[src/rtl/adder_arb_seq.sv]
// ---------------------------------------------------------------------------
// adder_arb_seq
//
// Two-requester, byte-serial 32-bit adder. One requester is granted in IDLE
// and its operands are captured. The sum is then built one byte per cycle
// with an 8-bit carry-lookahead slice, and the result is presented on a
// valid/ready response port.
//
// Build option:
//   ARB_RR_EN  defined   -> round-robin arbitration between the requesters
//              undefined -> fixed priority, requester 0 wins ties
//
// Ports:
//   clk, reset_n                      clock, async active-low reset
//   reqN_valid / reqN_ready           request handshake (N = 0, 1)
//   reqN_a, reqN_b, reqN_cin          request operands
//   rsp_valid / rsp_ready             response handshake
//   rsp_sum, rsp_cout, rsp_id         result and owning requester
//   busy                              high whenever the FSM is not in IDLE
// ---------------------------------------------------------------------------
module adder_arb_seq (
    input  logic        clk,
    input  logic        reset_n,
    input  logic        req0_valid,
    output logic        req0_ready,
    input  logic [31:0] req0_a,
    input  logic [31:0] req0_b,
    input  logic        req0_cin,
    input  logic        req1_valid,
    output logic        req1_ready,
    input  logic [31:0] req1_a,
    input  logic [31:0] req1_b,
    input  logic        req1_cin,
    output logic        rsp_valid,
    input  logic        rsp_ready,
    output logic [31:0] rsp_sum,
    output logic        rsp_cout,
    output logic        rsp_id,
    output logic        busy
);

    typedef enum logic [1:0] {
        IDLE = 2'd0,
        CALC = 2'd1,
        DONE = 2'd2
    } state_e;

    state_e      state_q;
    logic [31:0] a_q;
    logic [31:0] b_q;
    logic        cin_q;
    logic        id_q;
    logic [31:0] acc_q;
    logic [31:0] acc_d;
    logic        carry_q;
    logic [1:0]  idx_q;
    logic        rsp_valid_q;
    logic [31:0] rsp_sum_q;
    logic        rsp_cout_q;
    logic        rsp_id_q;
    logic        busy_q;
`ifdef ARB_RR_EN
    logic        last_grant_q;
`endif

    logic        gnt_id_s;
    logic        accept_s;
    logic [31:0] opa_s;
    logic [31:0] opb_s;
    logic        opc_s;
    logic [7:0]  a_byte_s;
    logic [7:0]  b_byte_s;
    logic        slice_cin_s;
    logic [8:0]  slice_s;

    // 8-bit carry-lookahead slice: returns {carry_out, sum[7:0]}.
    function automatic logic [8:0] cla8(input logic [7:0] a,
                                        input logic [7:0] b,
                                        input logic       cin);
        logic [7:0] p;
        logic [7:0] g;
        logic [8:0] c;
        p    = a ^ b;
        g    = a & b;
        c[0] = cin;
        for (int i = 0; i < 8; i++) begin
            c[i+1] = g[i] | (p[i] & c[i]);
        end
        return {c[8], p ^ c[7:0]};
    endfunction

    // Arbitration: pick which requester would be granted this cycle.
    always_comb begin
`ifdef ARB_RR_EN
        // On a tie the requester that did not win last time goes first.
        if (req0_valid && req1_valid) begin
            gnt_id_s = ~last_grant_q;
        end else begin
            gnt_id_s = ~req0_valid;
        end
`else
        if (req0_valid) begin
            gnt_id_s = 1'b0;
        end else begin
            gnt_id_s = 1'b1;
        end
`endif
    end

    // Accept only in IDLE and never while reset is held.
    assign accept_s   = reset_n && (state_q == IDLE) && (req0_valid || req1_valid);
    assign req0_ready = accept_s & ~gnt_id_s;
    assign req1_ready = accept_s &  gnt_id_s;

    // Operand mux for the granted requester.
    always_comb begin
        if (gnt_id_s) begin
            opa_s = req1_a;
            opb_s = req1_b;
            opc_s = req1_cin;
        end else begin
            opa_s = req0_a;
            opb_s = req0_b;
            opc_s = req0_cin;
        end
    end

    // Current byte slice; slice 0 uses the captured carry-in.
    assign a_byte_s    = a_q[{idx_q, 3'b000} +: 8];
    assign b_byte_s    = b_q[{idx_q, 3'b000} +: 8];
    assign slice_cin_s = (idx_q == 2'd0) ? cin_q : carry_q;
    assign slice_s     = cla8(a_byte_s, b_byte_s, slice_cin_s);

    // Accumulator with the current slice result merged into its byte lane.
    always_comb begin
        acc_d = acc_q;
        acc_d[{idx_q, 3'b000} +: 8] = slice_s[7:0];
    end

    // Control FSM with registered response outputs.
    always_ff @(posedge clk or negedge reset_n) begin
        if (!reset_n) begin
            state_q      <= IDLE;
            a_q          <= 32'd0;
            b_q          <= 32'd0;
            cin_q        <= 1'b0;
            id_q         <= 1'b0;
            acc_q        <= 32'd0;
            carry_q      <= 1'b0;
            idx_q        <= 2'd0;
            rsp_valid_q  <= 1'b0;
            rsp_sum_q    <= 32'd0;
            rsp_cout_q   <= 1'b0;
            rsp_id_q     <= 1'b0;
            busy_q       <= 1'b0;
`ifdef ARB_RR_EN
            last_grant_q <= 1'b1;
`endif
        end else begin
            case (state_q)
                IDLE: begin
                    if (accept_s) begin
                        a_q          <= opa_s;
                        b_q          <= opb_s;
                        cin_q        <= opc_s;
                        id_q         <= gnt_id_s;
                        idx_q        <= 2'd0;
                        busy_q       <= 1'b1;
                        state_q      <= CALC;
`ifdef ARB_RR_EN
                        last_grant_q <= gnt_id_s;
`endif
                    end else begin
                        state_q <= IDLE;
                    end
                end
                CALC: begin
                    acc_q   <= acc_d;
                    carry_q <= slice_s[8];
                    idx_q   <= idx_q + 2'd1;
                    if (idx_q == 2'd3) begin
                        // Last slice: publish straight from the merged accumulator.
                        rsp_sum_q   <= acc_d;
                        rsp_cout_q  <= slice_s[8];
                        rsp_id_q    <= id_q;
                        rsp_valid_q <= 1'b1;
                        state_q     <= DONE;
                    end else begin
                        state_q <= CALC;
                    end
                end
                DONE: begin
                    if (rsp_ready) begin
                        rsp_valid_q <= 1'b0;
                        busy_q      <= 1'b0;
                        state_q     <= IDLE;
                    end else begin
                        state_q <= DONE;
                    end
                end
                default: begin
                    rsp_valid_q <= 1'b0;
                    busy_q      <= 1'b0;
                    state_q     <= IDLE;
                end
            endcase
        end
    end

    assign rsp_valid = rsp_valid_q;
    assign rsp_sum   = rsp_sum_q;
    assign rsp_cout  = rsp_cout_q;
    assign rsp_id    = rsp_id_q;
    assign busy      = busy_q;

endmodule
[config.mk]
export PLATFORM = sky130hd
export DESIGN_NAME = adder_arb_seq
export DESIGN_NICKNAME = d
export VERILOG_FILES = /design/src/rtl/adder_arb_seq.sv
export SDC_FILE = /design/constraint.sdc
export NUM_CORES = 1
export LEC_CHECK = 0
export BUFFER_PORTS_ARGS = -buffer_cell sky130_fd_sc_hd__buf_4
export CELL_PAD_IN_SITES_DETAIL_PLACEMENT = 1
export CELL_PAD_IN_SITES_GLOBAL_PLACEMENT = 2
export CORE_MARGIN = 3
export CORE_UTILIZATION = 33
export CTS_BUF_LIST = sky130_fd_sc_hd__clkbuf_8
export CTS_CLUSTER_DIAMETER = 60
export CTS_CLUSTER_SIZE = 16
export DETAILED_ROUTE_END_ITERATION = 10
export GPL_TIMING_DRIVEN = 0
export HOLD_SLACK_MARGIN = 0.06
export PLACE_DENSITY = 0.82
export SYNTH_ARGS = -nofsm -noshare
export SYNTH_HDL_FRONTEND = slang
export SYNTH_SLANG_ARGS = --single-unit
export TNS_END_PERCENT = 50
[constraint.sdc]
create_clock -name clk -period 5.2 [get_ports clk]
set_clock_uncertainty 0.2 [all_clocks]
set_input_delay 0.26 -clock clk [delete_from_list [all_inputs] [get_ports clk]]
set_output_delay 0.26 -clock clk [all_outputs]
set_load 0.005 [all_outputs]
* Word-level counts from Yosys, hierarchy flattened
Cells that the tools add are included.
** Operators by class
- Add/subtract/negate cells :: 2
- Equality and inequality tests :: 6
- Shift-type cells :: 4
- Mux-type cells :: 17
- Bitwise logic cells :: 23
- Reductions and logical operators :: 11
** Operator list (count)
- 32-bit two-way mux :: 2
- 32-bit by 6-bit variable part select with 8-bit output :: 2
- 32-bit bitwise mux :: 1
- 8-bit by 7-bit variable shift with 32-bit output, first input constant :: 1
- 8-bit by 7-bit variable part select with 32-bit output :: 1
- 8-bit bitwise XOR :: 2
- 1-bit AND :: 10
- 8-bit AND :: 1
- 1-bit bitwise OR :: 8
- 1-bit two-way mux :: 7
- 5-bit negation with 7-bit output :: 1
- 2-bit two-way mux :: 3
- 2-bit inequality test, second input constant :: 3
- 1-bit one-hot mux with 3 select lines :: 2
- 2-bit one-hot mux with 3 select lines :: 1
- 2-bit AND reduction :: 3
- 3-bit AND reduction :: 2
- 2-bit equality test, second input constant :: 2
- 2-bit zero test :: 2
- 2-bit one-hot mux with 2 select lines :: 1
- 2-bit by 1-bit adder with 2-bit output, second input constant :: 1
- 2-bit by 1-bit equality test with 1-bit output, second input constant :: 1
- 1-bit logical AND :: 2
- 1-bit NOT :: 2
- 2 further kinds :: 2
** Storage, ports and cells
- Register bits after elaboration :: 139
- Input bits :: 135
- Output and inout port bits :: 38
- Logic and storage cells :: 76

* Logic depth before layout (Yosys ltp)
- Word-level depth :: 19
- Depth in mapped cells :: 17
- Depth with buffers taken out :: 15

* Worst setup path after synthesis
OpenSTA, ideal clock, no wires.
- Path type :: reg-to-reg
- Start :: reg idx_q[1]
- End :: reg rsp_sum_q[15], in the netlist rsp_sum[15]
- Setup time :: 119 ps
- Arrival time :: 4755 ps
- Required time :: 4881 ps
- Setup slack :: 127 ps
- Cell stages (with the launch flop) :: 18
- Buffers on the path :: 2
- Period minus slack after synthesis :: 5073 ps
- Cells stage by stage :: dfrtp_1 > buf_2 > buf_2 > inv_1 > ha_1 > mux2i_1 > fa_1 > fa_1 > fa_1 > fa_1 > fa_1 > fa_1 > fa_1 > inv_1 > fa_1 > inv_1 > o221ai_1 > o21a_1
** On the way
- Longest elaborated chain between the ends :: 19
- Elaborated cells on any way between the ends :: 27
- Classes of those cells :: 1 x add/sub; 1 x eq/ne; 4 x shift; 2 x mux; 17 x bitwise; 2 x reduce/logical
** Ends and longest elaborated chain
- start, declared :: line 56 : logic [1:0] idx_q;
- start signal, assigned :: line 180 : idx_q <= idx_q + 2'd1;
- 32-bit by 6-bit variable part select with 8-bit output (tied with other cells) :: line 129 : assign a_byte_s = a_q[{idx_q, 3'b000} +: 8];
- 8-bit bitwise XOR / 1-bit two-way mux (equally long branches) :: line 83, 131
- 1-bit AND :: line 87 : c[i+1] = g[i] | (p[i] & c[i]);
- 1-bit bitwise OR :: line 87
- 1-bit AND :: line 87
- 1-bit bitwise OR :: line 87
- 1-bit AND :: line 87
- 1-bit bitwise OR :: line 87
- (+3 left out)
- 1-bit bitwise OR :: line 87
- 1-bit AND :: line 87
- 1-bit bitwise OR :: line 87
- 1-bit AND :: line 87
- 1-bit bitwise OR :: line 87
- 8-bit bitwise XOR :: line 89 : return {c[8], p ^ c[7:0]};
- 8-bit by 7-bit variable part select with 32-bit output :: line 137 : acc_d[{idx_q, 3'b000} +: 8] = slice_s[7:0];
- 32-bit bitwise mux :: line 137
- end signal, assigned :: line 152 : rsp_sum_q <= 32'd0;
- end signal, assigned :: line 183 : rsp_sum_q <= acc_d;
- end, declared :: line 58 : logic [31:0] rsp_sum_q;
Several ways; a longest one is shown, not always the timed one.
A chain may end at the register's enable or synchronous reset.

* Worst setup path after layout
Same ends and word-level chain as after synthesis.

==> flow_summary.toml <==
[outcome]
outcome = "complete, no violations"

[critical_path]
worst_setup_path_end_kind = "flop"
required_worst_endpoint_ps = 5350
timing.critical_path.fanout_max = 10
max_stage_delay_ps = 520
regToRegSetupSlack_ps = 100
rr_worst_depth = 17
setup.worst_path.start_class = "flop"
worstPathCellList = "buf_6, buf_8, clkinvlp_4, ha_4, mux2i_1, fa_1, fa_1, fa_1, fa_2, fa_2, fa_2, fa_1, inv_1, fa_2, inv_4, o221ai_1, o21a_1"
crit_arrival_ps = 5250
r2r_endpoint = "rsp_sum[15]"
critical_path.reg2reg.startpoint = "idx_q[1]"
critical_path.slowest_cell = "fa_2"
worstSetupPathType = "flop to flop"

[route]
postRouteWirelength_um = 23500
antenna_left = 0
avgRoutedWirePerCell_um = 20.1
detail_route.drc_violations = 0
routed-via-count = 5731
post_drt_via_cell_ratio = 4.90
drt-pass1-iter-count = 4
detail_route.iter0.violations = 237

[finish]
area.growth.synth_to_final_pct = 49.3
multi_input_area_um2 = 3380
most-common-layout-cells = "buf_4, dfrtp_1, dlygate4sd3_1"
layout.filler_cells = 2235
final-seq-area_um2 = 3480
antennaDiodeCount = 0
finalNetCount = 1030
post_route_cells_drive_above_1_share = 0.389
most_common_cell_after_layout_fill_and_taps_aside = "buf_4"

[cts]
clk_transition_reported_paths_ps = 80
number_of_sinks_driven_by_the_clock_tree = 139
cts-htree-levels = 4
worst_skew_pair.late_latency_ps = 460
cts_buffer_depth = 2
cts_tree = "done"
tritoncts_buffers = 17
clock-root-buffer = "clkbuf_8"

[synthesis]
yosysSeqAreaShare = 0.484
post-synth-top-area-fraction = 0.484
syn-mean-instance-area_um2 = 13.2
synth.area.top_cells = "dfrtp_1, mux2_1, mux2_2"
synth_area_leader_cell = "dfrtp_1"
yosysUniqueCellTypes = 37
synth_seq_cells = 139
ys_warn_count = 0
synth_edf_count = 0
synth_async_sr_flop_share = 1.00
synth_fp_nets = 694
mappedNetlistArea_um2 = 7190
synthFlopType = "dfrtp_1"
netlist_instances = 545

[sta]
timing.slew.headroom = 0.416
final-hold-violation-count = 0
period_minus_slack_ps = 5100
timing.hold.ws_ps = 287
fmaxAchievable_mhz = 196
tightestPinTransition_ps = 876
final-max-slew-violation-count = 0
count_of_final_setup_violators = 0
fin_tns_setup_ps = 0
finalCritPeriodShare = 0.980

[hold_path]
hold_class = "primary input to flop"
min_delay_path_depth = 4
worst_hold_startpoint = "req0_valid"
worst_hold_path.endpoint = "id_q"

[pwr]
power.switching_fraction = 0.414
pwr-share-clk = 0.133
vdd.ir_drop.worst_v = 0.000487
power.static_leakage_nw = 4.63
p_seq_frac = 0.294
power.combinational.fraction = 0.573
power.net_switching_mw = 2.70
power_report.internal_total_mw = 3.82
powerDensity_nw_per_um2 = 607

[grt]
grt_pass1_wl_um = 37200
grt_remaining_overflow = 0
grt_pass1_vias = 6677
pin_count_of_the_biggest_net_entering_global_routing = 106
grt_use_total = 0.201
antenna_found_initial = 1

[floorplanning]
fp.coreArea_um2 = 21200
die-area_um2 = 23600
die_h_um = 154
io_pins = 173
die_x_um = 154
rows = 53
initial_core_util = 0.339

[placed_design]
numPortBuffers = 171
gp_congestion = 0.791
dpl.hpwl_um = 15400

[flow_run]
maxCapViolCount = 0
[Yosys cell counts, types with 12 or more instances]
cell / number
dfrtp_1: 139
mux2_1: 68
mux2_2: 64
nand2b_1: 42
inv_1: 27
nor2_1: 26
o2bb2ai_1: 24
a31oi_1: 21
mux4_2: 16
buf_6: 12
nand2_1: 12
[through the flow]
step	setup WS, ps	area (µm²)	total power, mW	cells	utilization
6_report	103	10700	6.52	1169	0.506
5_1_grt	-43.9	10700	6.95	1169	0.506
4_1_cts	7.64	10600	6.32	1159	0.501
3_5_place_dp	-629	8850	5.29	992	0.417
3_3_place_gp	-527	8820	5.13	991	0.415
2_1_floorplan	127	7190	3.94	545	-
[sequential cells by signal, summed over array words and instances, names as in the netlist, 2 cells and up]
name / cells
a_q: 32
acc_q: 32
b_q: 32
rsp_sum: 32
idx_q: 2
state_q: 2
[critical path: cells and delay by family (launching register included)]
family,cells,cell delay [ps]
compound gates,2,250
fa+ha+maj,9,3380
buf+inv,5,630
flops,1,390
mux,1,130
[power groups by stage]
stage	Sequential, mW	Clock, mW	Combinational, mW
2_1_floorplan	1.84	0	2.10
3_3_place_gp	1.88	0	3.25
3_5_place_dp	1.93	0	3.36
4_1_cts	1.91	0.885	3.52
5_1_grt	1.99	0.940	4.02
6_report	1.92	0.868	3.73
[worst max-delay path by stage]
stage / startpoint / endpoint / slack (ps) / cells after the start
2_1_floorplan: idx_q[1] / rsp_sum[15] / 130 / 17
3_3_place_gp: idx_q[1] / rsp_sum[15] / -530 / 17
3_5_place_dp: idx_q[1] / rsp_sum[15] / -630 / 17
4_1_cts: idx_q[1] / rsp_sum[15] / 8 / 17
5_1_grt: idx_q[1] / rsp_sum[15] / -40 / 17
6_report: idx_q[1] / rsp_sum[15] / 100 / 17
[timing repair]
| item | 4_1_cts | 5_1_grt |
|---|---|---|
| hold endpoints to repair | 207 | 0 |
| endpoints found under the setup margin | 16 | 4 |
| setup buffers | 1 | 10 |
| pin swaps | 0 | 1 |
| gates resized for setup | 13 | 10 |
| gates cloned | 0 | 0 |
| hold buffers | 134 | 0 |
[per-layer routing]
layer,wire [µm],share of wire,global-route usage
met2,12800,0.54,0.374
met5,7,0.00030,0
met4,322,0.014,0.0517
met1,9490,0.40,0.238
met3,972,0.041,0.0397
[cell type report]
class                           count  area share
Buffer                             34      0.0269
Clock buffer                       18      0.0231
Clock inverter                     14      0.0127
Multi-Input combinational cell    345       0.315
Tap cell                          275      0.0321
Sequential cell                   139       0.324
Timing Repair Buffer              317       0.255
Inverter                           27      0.0104
[cells by family (layout without fill, tap and decap cells)]
group,Yosys count,after routing,synth area share
muxes,150,150,0.260
DFF,139,139,0.484
and+or+nand+nor,98,98,0.0808
AOI/OAI and AO/OA,83,83,0.0935
buffers and inverters,61,410,0.0494
adders and majority gates,14,14,0.0327
Power figures use the tool's default switching activity.
